`src/rtl/regfile_rename.sv`:
```
// ============================================================================
// Module   : regfile_rename
// Brief    : Architectural register file with per-register ROB rename tags,
//            busy tracking, commit write-back and flush. Optional same-cycle
//            commit forwarding on read ports when REGFILE_BYPASS_EN is defined.
// Revision : 1.0 - initial release
// ============================================================================
`default_nettype none

module regfile_rename #(
  parameter int XLEN      = 32,
  parameter int NREG      = 32,
  parameter int ROB_TAG_W = 4,
  parameter int NRD       = 2,
  localparam int IDX_W    = $clog2(NREG)
) (
  input  logic                     clk,
  input  logic                     rst,
  input  logic                     rdy,
  input  logic [NRD*IDX_W-1:0]     rd_idx,
  output logic [NRD*XLEN-1:0]      rd_value,
  output logic [NRD*ROB_TAG_W-1:0] rd_tag,
  output logic [NRD-1:0]           rd_busy,
  input  logic                     ren_valid,
  input  logic [IDX_W-1:0]         ren_reg,
  input  logic [ROB_TAG_W-1:0]     ren_tag,
  input  logic                     cmt_valid,
  input  logic [IDX_W-1:0]         cmt_reg,
  input  logic [ROB_TAG_W-1:0]     cmt_tag,
  input  logic [XLEN-1:0]          cmt_value,
  input  logic                     flush,
  output logic [IDX_W:0]           busy_cnt
);

  logic [NREG-1:0][XLEN-1:0]      value_q, value_d;
  logic [NREG-1:0][ROB_TAG_W-1:0] tag_q, tag_d;
  logic [NREG-1:0]                busy_q, busy_d;
  logic [IDX_W:0]                 cnt_q, cnt_d;
  logic                           ren_hit;
  logic                           cmt_hit;

  assign ren_hit = ren_valid && !flush && (ren_reg != '0);
  assign cmt_hit = cmt_valid && (cmt_reg != '0);

  always_comb begin
    value_d = value_q;
    tag_d   = tag_q;
    busy_d  = busy_q;
    cnt_d   = '0;

    // A same-edge rename of the committing register keeps it busy under the new tag.
    if (cmt_hit) begin
      value_d[cmt_reg] = cmt_value;
      if ((tag_q[cmt_reg] == cmt_tag) && !(ren_hit && (ren_reg == cmt_reg))) begin
        busy_d[cmt_reg] = 1'b0;
      end
    end

    if (flush) begin
      busy_d = '0;
    end else if (ren_hit) begin
      tag_d[ren_reg]  = ren_tag;
      busy_d[ren_reg] = 1'b1;
    end

    for (int i = 1; i < NREG; i++) begin
      cnt_d = cnt_d + {{IDX_W{1'b0}}, busy_d[i]};
    end
  end

  always_ff @(posedge clk or posedge rst) begin
    if (rst) begin
      value_q <= '0;
      tag_q   <= '0;
      busy_q  <= '0;
      cnt_q   <= '0;
    end else if (rdy) begin
      value_q <= value_d;
      tag_q   <= tag_d;
      busy_q  <= busy_d;
      cnt_q   <= cnt_d;
    end
  end

  assign busy_cnt = cnt_q;

  for (genvar p = 0; p < NRD; p++) begin : g_rd
    logic [IDX_W-1:0] idx;
    logic             nz;

    assign idx = rd_idx[p*IDX_W +: IDX_W];
    assign nz  = (idx != '0);
    assign rd_tag[p*ROB_TAG_W +: ROB_TAG_W] = nz ? tag_q[idx] : '0;

`ifdef REGFILE_BYPASS_EN
    logic fwd;

    assign fwd = nz && rdy && cmt_valid && (cmt_reg == idx) &&
                 busy_q[idx] && (tag_q[idx] == cmt_tag);
    assign rd_value[p*XLEN +: XLEN] = fwd ? cmt_value : (nz ? value_q[idx] : '0);
    assign rd_busy[p]               = nz && busy_q[idx] && !fwd;
`else
    assign rd_value[p*XLEN +: XLEN] = nz ? value_q[idx] : '0;
    assign rd_busy[p]               = nz && busy_q[idx];
`endif
  end

endmodule

`default_nettype wire

```
`config.mk`:
```
export PLATFORM = sky130hd
export DESIGN_NAME = regfile_rename
export DESIGN_NICKNAME = d
export VERILOG_FILES = /design/src/rtl/regfile_rename.sv
export SDC_FILE = /design/constraint.sdc
export NUM_CORES = 2
export LEC_CHECK = 0
export ABC_AREA = 0
export ABC_CLOCK_PERIOD_IN_PS = 51500
export BUFFER_PORTS_ARGS = -buffer_cell sky130_fd_sc_hd__buf_2
export CAP_MARGIN = 10
export CORE_MARGIN = 3
export CORE_UTILIZATION = 69
export CTS_CLUSTER_DIAMETER = 80
export DETAILED_ROUTE_END_ITERATION = 10
export GPL_ROUTABILITY_DRIVEN = 0
export PLACE_DENSITY_LB_ADDON = 0.15
export SYNTH_ARGS = -nofsm -noshare
export SYNTH_HDL_FRONTEND = slang
export SYNTH_SLANG_ARGS = --single-unit
```
`constraint.sdc`:
```
create_clock -name clk -period 51.5 [get_ports clk]
set_input_delay 2.575 -clock clk [delete_from_list [all_inputs] [get_ports clk]]
set_output_delay 2.575 -clock clk [all_outputs]
set_load 0.02 [all_outputs]
```
==> impl_metrics.env <==
export IMPL_cts_root_buf="clkbuf_16"
export IMPL_ir_worst_vdd_uv=34.77
export IMPL_port_buffers=145
export IMPL_synth_edf_count=0
export IMPL_maxSlewViolCount=0
export IMPL_yosysTopAreaCell="dfrtp_1"
export IMPL_maxCapViolCount=0
export IMPL_core_area_mm2=0.09375
export IMPL_yosysSeqAreaShare=0.4541
export IMPL_yosysWarningCount=0
export IMPL_yosysUniqueCellTypes=66
export IMPL_grt_pass1_vias=42510
export IMPL_area_growth_pct=8.595
export IMPL_clock_fmax_mhz=99.94
export IMPL_routedWlPerCell_um=32.99
export IMPL_rows=112
export IMPL_end_kind="flip-flop"
export IMPL_cts_buffer_depth=3
export IMPL_totalWireLength_um=179200
export IMPL_netlist_top_cells_area="dfrtp_1 45%, mux4_2 25%, mux2_2 19%, mux2i_1 2.1%, clkbuf_1 1.9%"
export IMPL_r2r_cells=24
export IMPL_drt_iter0_markers=5272
export IMPL_slew_headroom=0.1008
export IMPL_vias_per_cell=7.553
export IMPL_overflow=0
export IMPL_clock_skew_ns=0.01860
export IMPL_fin_crit_sh=0.1943
export IMPL_path_common_cell="fa_1"
export IMPL_slowest_delay_ns=0.86
export IMPL_syn_area_per_cell_um2=15.69
export IMPL_stdcell_count=5431
export IMPL_layout_nets=4166
export IMPL_cts_tree="yes"
export IMPL_routed_via_count=41020
export IMPL_crit_required_ns=52.12
export IMPL_ctsHoldBuffers=0
export IMPL_cts_buffers=130
export IMPL_grt_pass1_wl_um=272300
export IMPL_grt_max_degree=147
export IMPL_drc_errors=0
export IMPL_antenna_found_initial=9
export IMPL_insertion_delay_ns=0.74
export IMPL_syn_nets=4277
export IMPL_path_class="in -> reg"
export IMPL_crit_path_top_delay_cell="buf_4"
export IMPL_pin_count=146
export IMPL_powerDensity_mw_per_mm2=35.86
export IMPL_htreeDepth=4
export IMPL_cts_sinks=1190
export IMPL_outcome="finished clean"
export IMPL_cts_resized=0
export IMPL_die_area_mm2=0.09878
export IMPL_worst_pin_slew_ns=1.346
export IMPL_die_y_um=314.3
export IMPL_crit_fanout=78
export IMPL_grt_total_usage=0.3737
export IMPL_setup_viol=0
export IMPL_min_path_cells=0
export IMPL_initial_core_util=0.6996
export IMPL_cp_start_kind="input pin"
export IMPL_finalHoldViolations=0
export IMPL_p_leak_nw=31.78
export IMPL_cts_setup_buffers=0
export IMPL_rsz0062_at_grt="false"
export IMPL_first_pass_iters=7
export IMPL_drt_antenna_violating_nets=0
export IMPL_hpwl_um=102100
export IMPL_synth_area_mm2=0.06558
export IMPL_place_inst=5192
export IMPL_worstPathArrival_ns=10.63
export IMPL_fin_crit_ns=10.01
export IMPL_dieWidth_um=314.3
export IMPL_synthArstFlopShare=1.000
export IMPL_setup_tns_ns=0
export IMPL_ys_ff_latch=1190
export IMPL_synthFlopType="dfrtp_1"
export IMPL_clk_pin_slew_ns=0.06
export IMPL_synth_top_area_frac=0.4541
export IMPL_drive_gt1_frac=0.5579
export IMPL_hold_path_class="reg -> reg"
export IMPL_synthCells=4181
[cell families after synthesis]
family | count (synthesis) | synth area share
compound gates | 120 | 0.01316
xor+xnor | 7 | 0.0009348
fa+ha+maj | 30 | 0.008356
buf+inv | 491 | 0.02974
flops | 1190 | 0.4541
mux | 2000 | 0.4678
simple gates | 343 | 0.02595
[synth_stat cells (6+ instances only)]
| cell type | instances |
|---|---|
| buf_2 | 41 |
| nand2_1 | 84 |
| a21oi_1 | 7 |
| nand3_1 | 46 |
| o22ai_1 | 33 |
| clkbuf_1 | 337 |
| mux4_2 | 740 |
| mux2i_1 | 139 |
| ha_1 | 7 |
| o21ai_0 | 12 |
| and2_1 | 7 |
| fa_1 | 23 |
| nor3_1 | 10 |
| mux2_2 | 1121 |
| o311ai_1 | 7 |
| buf_1 | 76 |
| nor4_1 | 7 |
| dfrtp_1 | 1190 |
| or4_1 | 6 |
| inv_1 | 28 |
| nand4_1 | 10 |
| nor2b_1 | 16 |
| nor2_1 | 114 |
| buf_6 | 6 |
| o31ai_1 | 10 |
[cell type report]
| cell class | instances | area, um2 |
|---|---|---|
| antenna | 6 | 15.01 |
| clock buffer | 198 | 3872 |
| clock inverter | 35 | 386.6 |
| fill | 5372 | 22530 |
| inverter | 28 | 112.6 |
| multi-input combinational | 2500 | 34100 |
| sequential | 1190 | 29780 |
| tap | 1254 | 1569 |
| timing repair buffer | 220 | 1391 |
[final timing paths]
| path | slack [ns] | from | end |
|---|---|---|---|
| max in group asynchronous | 45.15 | rst | value_q[901]$_DFFE_PP0P_ |
| max reg2reg | 43.95 | tag_q[79]$_DFFE_PP0P_ | busy_cnt[4]$_DFFE_PP0P_ |
| min | 0.39 | value_q[19]$_DFFE_PP0P_ | value_q[19]$_DFFE_PP0P_ |
| max | 41.49 | cmt_reg[0] | busy_cnt[4]$_DFFE_PP0P_ |
| min in group asynchronous | 2.01 | rst | value_q[792]$_DFFE_PP0P_ |
| min reg2reg | 0.39 | value_q[19]$_DFFE_PP0P_ | value_q[19]$_DFFE_PP0P_ |
[routing by layer]
| metal | track usage | vias up | share of wire |
|---|---|---|---|
| met5 | 0 | - | 0.000078 |
| met4 | 0.1524 | 2 | 0.044 |
| met3 | 0.07992 | 511 | 0.095 |
| met2 | 0.5764 | 2305 | 0.48 |
| met1 | 0.5306 | 22150 | 0.38 |
| li1 | - | 16060 | - |
[registers in the layout, indices dropped and copies added, names as in the netlist]
register,cells
busy_cnt,6
busy_q,32
tag_q,128
value_q,1024
[power by group]
group,switching [mW],total (mW),leakage [nW],internal (mW)
Sequential,0.0940,1.15,15.9,1.05
Clock,0.388,0.934,2.10,0.546
Combinational,0.206,0.473,13.8,0.267
[cell usage in the layout (no fill, tap or decap), drive strengths merged, types with 5 or more instances in the layout]
master  synthesis  final
nand2          84     84
nor3b           5      5
mux2i         139    139
o311ai          7      7
dfrtp        1190   1190
and2            7      7
o21ai          16     16
buf           126    220
clkbuf        337    198
mux4          740    740
nor2b          16     16
diode           0      6
nand3          46     46
a21boi         10     10
o31ai          10     10
nor4            9      9
bufinv          0      5
o22ai          34     34
and3b           5      5
nand4          10     10
mux2         1121   1121
clkinv          0     17
a22oi           5      5
a21oi           7      7
or4             6      6
nor3           11     11
nor2          114    114
inv            28     39
fa             23     23
ha              7      7
[worst max-delay path: cells and delay by family]
| family | cells | cell delay, ns |
|---|---|---|
| fa+ha+maj | 8 | 3.91 |
| xor+xnor | 1 | 0.08 |
| compound gates | 6 | 1.17 |
| simple gates | 2 | 0.78 |
| mux | 2 | 0.57 |
| buf+inv | 7 | 1.47 |
[metrics by stage]
step | setup WS, ns | util | instance area (um2) | total power, mW | hold slack, ns
after detailed placement | 40.90 | 0.7141 | 66950 | 1.628 | 0.3820
after floorplan | 15.40 | - | 65580 | 1.504 | 0.4413
after global placement | 41.07 | 0.7141 | 66950 | 1.604 | 0.3763
after global routing | 41.20 | 0.7596 | 71220 | 2.648 | 0.4002
final | 41.49 | 0.7597 | 71220 | 2.554 | 0.3926
after CTS | 41.63 | 0.7595 | 71210 | 2.557 | 0.3962
Power figures use the tool's default switching activity.
